==> src/rtl/param_register_file.sv <==
// Multi-port register file with write-first bypass and a per-register
// pending-write scoreboard used by decode to detect unresolved producers.
module param_register_file #(
    parameter int unsigned DATA_WIDTH = 32,
    parameter int unsigned ADDR_WIDTH = 5,
    parameter int unsigned READ_PORTS = 2,
    parameter int unsigned PEND_WIDTH = 2,
    parameter bit          ZERO_REG   = 1'b1
) (
    input  logic                             clk,
    input  logic                             resetN,
    input  logic [READ_PORTS*ADDR_WIDTH-1:0] readAddress,
    output logic [READ_PORTS*DATA_WIDTH-1:0] readData,
    output logic [READ_PORTS-1:0]            readBusy,
    input  logic                             regWrite,
    input  logic [ADDR_WIDTH-1:0]            writeAddress,
    input  logic [DATA_WIDTH-1:0]            writeData,
    input  logic                             reserve,
    input  logic [ADDR_WIDTH-1:0]            reserveAddress,
    output logic                             reserveStall
);

    localparam int unsigned DEPTH = 2 ** ADDR_WIDTH;
    localparam logic [PEND_WIDTH-1:0] PEND_MAX = '1;

    logic [DATA_WIDTH-1:0] regs [DEPTH];
    logic [PEND_WIDTH-1:0] pend [DEPTH];

    logic wr_zero;
    logic wr_en;
    logic rsv_zero;
    logic rsv_same;
    logic rsv_inc;
    logic wr_dec;

    assign wr_zero  = ZERO_REG && (writeAddress == '0);
    assign wr_en    = regWrite && !wr_zero;
    assign rsv_zero = ZERO_REG && (reserveAddress == '0);
    // A reserve paired with a retiring write to the same register nets to zero.
    assign rsv_same = reserve && regWrite && (reserveAddress == writeAddress);

    assign reserveStall = resetN && reserve && !rsv_zero && !rsv_same
                          && (pend[reserveAddress] == PEND_MAX);
    assign rsv_inc      = reserve && !rsv_zero && !rsv_same
                          && (pend[reserveAddress] != PEND_MAX);
    assign wr_dec       = wr_en && !rsv_same && (pend[writeAddress] != '0);

    // Register storage
    always_ff @(posedge clk or negedge resetN) begin
        if (!resetN) begin
            for (int i = 0; i < int'(DEPTH); i++) begin
                regs[i] <= '0;
            end
        end else if (wr_en) begin
            regs[writeAddress] <= writeData;
        end
    end

    // Pending-write scoreboard; reserve and retire never target the same entry here
    always_ff @(posedge clk or negedge resetN) begin
        if (!resetN) begin
            for (int i = 0; i < int'(DEPTH); i++) begin
                pend[i] <= '0;
            end
        end else begin
            if (rsv_inc) begin
                pend[reserveAddress] <= pend[reserveAddress] + PEND_WIDTH'(1);
            end
            if (wr_dec) begin
                pend[writeAddress] <= pend[writeAddress] - PEND_WIDTH'(1);
            end
        end
    end

    // Read ports: zero register, then bypass, then storage
    for (genvar p = 0; p < int'(READ_PORTS); p++) begin : g_port
        logic [ADDR_WIDTH-1:0] addr;
        logic                  zero;
        logic                  hit;

        assign addr = readAddress[p*ADDR_WIDTH +: ADDR_WIDTH];
        assign zero = ZERO_REG && (addr == '0);
        assign hit  = regWrite && (writeAddress == addr);

        assign readData[p*DATA_WIDTH +: DATA_WIDTH] =
            (!resetN || zero) ? '0 : (hit ? writeData : regs[addr]);
        assign readBusy[p] = resetN && !zero && (pend[addr] != PEND_WIDTH'(hit));
    end

endmodule

==> config.mk <==
export PLATFORM = sky130hd
export DESIGN_NAME = param_register_file
export DESIGN_NICKNAME = d
export VERILOG_FILES = /design/src/rtl/param_register_file.sv
export SDC_FILE = /design/constraint.sdc
export NUM_CORES = 2
export LEC_CHECK = 0
export BUFFER_PORTS_ARGS = -buffer_cell sky130_fd_sc_hd__clkbuf_2
export CORE_UTILIZATION = 30
export DETAILED_ROUTE_END_ITERATION = 12
export SETUP_SLACK_MARGIN = 0.02
export SLEW_MARGIN = 20
export SYNTH_ARGS = -nofsm -noshare
export SYNTH_HDL_FRONTEND = slang
export SYNTH_SLANG_ARGS = --single-unit
==> constraint.sdc <==
create_clock -name clk -period 4.1 [get_ports clk]
set_input_delay 0 -clock clk [delete_from_list [all_inputs] [get_ports clk]]
set_output_delay 0 -clock clk [all_outputs]
set_load 0.05 [all_outputs]
==> impl_metrics.yaml <==
status:
  status: "complete, no violations"
synth:
  async_reset_ff_share_pct: 100
  yosysWarnings: 0
  yosysUniqueCellTypes: 54
  ys_seq_area_share_pct: 45.2
  yosysTopAreaCell: "dfrtp_1"
  syn_area_per_cell_um2: 15.6
  synthDominantCellAreaShare_pct: 45.2
  yosys_register_bits: 1088
  syn_area_mm2: 0.0603
  syn_nets: 3930
  yosys_most_used_dff: "dfrtp_1"
  ys_top_cells_by_area: "dfrtp_1, mux4_2, mux2_2, mux2i_1, clkbuf_1"
  synth_edf_count: 0
  synthCells: 3872
clock_tree:
  cts.clk_slew.worst_paths_ns: 0.06
  clockBufferDepth: 3
  cts.sinks: 1088
  root_buffer: "clkbuf_16"
  cts_htree_levels: 3
  cts_tree: "built"
  clk_latency_ns: 0.76
  numCtsBuffers: 113
  post_cts_buffers: 0
  ctsResizeCount: 0
critical_path:
  crit-reg2reg-capture: "pend[34]$_DFF_PN0_"
  crit_path_end_kind: "output pin"
  timing_worst_setup_path_type: "reg -> out"
  reg2reg_slack_ns: 0.97
  required_ns: 4.10
  r2r_cells: 13
  cp_max_fo: 5
  reg2reg_from: "pend[18]$_DFF_PN0_"
  start_kind: "register"
  cp.arrival_ns: 3.41
placed_design:
  io_buffers: 122
  place_congestion: 0.861
  post-dp-hpwl_um: 103000
  place_ws_ns: 0.771
timing:
  grt_setup_unrepaired: "false"
  maxSlewViolCount: 0
  fin_setup_tns_ns: 0
  timing.final.hold_violations: 0
  final.setup.worst_slack_ns: 0.686
  setup_viol: 0
  min_period_over_period_pct: 83.3
  fmax_mhz: 293
  maxSlewHeadroom_pct: 29.6
  skew_ns: 0.0397
  worst_slew_pin_slew_ns: 1.06
  min_period_ns: 3.41
floorplan:
  coreArea_mm2: 0.200
  fp-row-count: 164
  die-width_um: 450
  die_h_um: 450
  initial_core_util_pct: 30.2
  die_area_mm2: 0.203
  io_pins: 123
pwr:
  p_sw_mw: 9.96
  internal_power_mw: 24.0
  pwr-share-seq_pct: 43.5
  power-per-cell-area_mw_per_mm2: 496
  p_leak_nw: 28.4
  ir_drop_uv: 345
  clkPwrFrac_pct: 32.1
  p_sw_share_pct: 29.4
  pwr-share-comb_pct: 24.5
final_layout:
  seqCellArea_mm2: 0.0272
  nNetsFinal: 3887
  layout_common_cells: "dfrtp_1, mux2_2, mux4_2"
  area_growth_syn_to_layout_pct: 13.5
  drive_above_1_share_pct: 55.3
  layout_commonest_cell: "dfrtp_1"
  num-fill-cells: 19000
  multi_input_area_mm2: 0.0313
detailed_routing:
  num_vias: 37500
  routed_wl_um: 188000
  routed_via_density: 5.69
  dr_wl_met2_um: 87400
  topRoutingLayerUsed: "met5"
  drt-met1-wl_um: 80200
  dr.pass1.iters: 6
  drc: 0
  post_drt_wl_per_cell_um: 28.5
  met3WireLength_um: 13000
  drtIter0Drc: 3442
  antenna_left: 0
global_route:
  grt_start_max_net_pins: 178
  grt_pass1_vias: 38700
  grt_overflow: 0
  grt_pass1_wl_um: 277000
  grtUsageTotal_pct: 18.4
  grt_antenna_before_repair: 15
hold_path:
  hold_depth: 2
  hp-start: "writeData[1]"
  hold_path_end: "regs[833]$_DFFE_PN0P_"
  hold_path_class: "in -> reg"
run:
  maxCapViolCount: 0
## per-stage QoR
step / instance area, um^2 / std cells / total power, mW / utilization (%) / hold slack, ns
after global routing: 68400 / 6576 / 35.4 / 34.3 / 0.0751
after global placement: 64100 / 6334 / 22.8 / 32.1 / -0.0526
final: 68400 / 6577 / 33.9 / 34.3 / 0.0227
after detailed placement: 64100 / 6335 / 23.1 / 32.1 / -0.0463
after CTS: 68400 / 6574 / 34.1 / 34.3 / 0.00292
after floorplan: 60300 / 3872 / 20.5 / - / -0.296
## layer usage
layer  global-route usage (%)  vias up
li1                         -    14900
met1                     25.6    20700
met2                     28.8     1482
met3                     3.03      337
met4                     6.57       18
met5                        0        -
## cell usage after synthesis, drive strengths merged (6+ instances only)
cell	n
o21ai	37
nor3	6
o22ai	8
nor2b	7
a21oi	6
and3	8
a211oi	35
nand3	51
a22oi	8
mux2	992
dfrtp	1088
inv	18
xor2	13
nand2	92
mux2i	165
buf	203
clkbuf	247
nand2b	8
mux4	702
nor2	129
## worst max-delay path, stage by stage (launching register included)
cell and delay, ns:
dfrtp_1 0.45, mux4_2 0.53, a22oi_1 0.26, nand3_1 0.14
xnor2_1 0.15, nor3_1 0.10, a211oi_1 0.63, clkbuf_2 0.39
## state kept, by name, summed over array words and instances (netlist names)
signal,count
pend,64
regs,1024
## power by group through the flow
| stage | Sequential [mW] | Combinational [mW] | Clock, mW |
|---|---|---|---|
| floorplan | 14.2 | 6.37 | 0 |
| global placement | 14.7 | 8.13 | 0 |
| detailed placement | 14.8 | 8.27 | 0 |
| CTS | 14.7 | 8.33 | 11.1 |
| global route | 15.0 | 8.81 | 11.5 |
| finish | 14.7 | 8.30 | 10.9 |
## worst max-delay path by stage
stage,endpoint,cells past startpoint,from,slack (ns)
after global placement,pend[26]$_DFF_PN0_,13,reserveAddress[0],0.73
after CTS,readBusy[0],7,pend[24]$_DFF_PN0_,0.71
after global routing,readBusy[0],7,pend[24]$_DFF_PN0_,0.66
after detailed placement,pend[3]$_DFF_PN0_,14,reserveAddress[0],0.77
final,readBusy[0],7,pend[24]$_DFF_PN0_,0.69
after floorplan,pend[17]$_DFF_PN0_,13,pend[16]$_DFF_PN0_,0.92
## repair_timing
item / CTS / global route
hold buffers: 35 / 0
endpoints found under the setup margin: 0 / 0
endpoints found under the hold margin: 952 / 0
## final cells by class
type / count / area share (%)
multi-input cells: 2314 / 45.7
flip-flops and latches: 1088 / 39.8
clock buffers: 160 / 4.86
well taps: 2656 / 4.86
repair buffers: 292 / 3.82
clock inverters: 44 / 0.847
inverters: 20 / 0.117
diodes: 3 / 0.0110
## logic make-up after synthesis
| group | share of synthesized area (%) |
|---|---|
| AOI/OAI and AO/OA | 1.20 |
| xor gates and xnor gates | 0.247 |
| adders and majority gates | 0.0415 |
| buffers and inverters | 3.46 |
| DFF | 45.2 |
| muxes | 47.5 |
| and+or+nand+nor | 2.41 |
No activity file was read; power rests on OpenSTA's default activity.
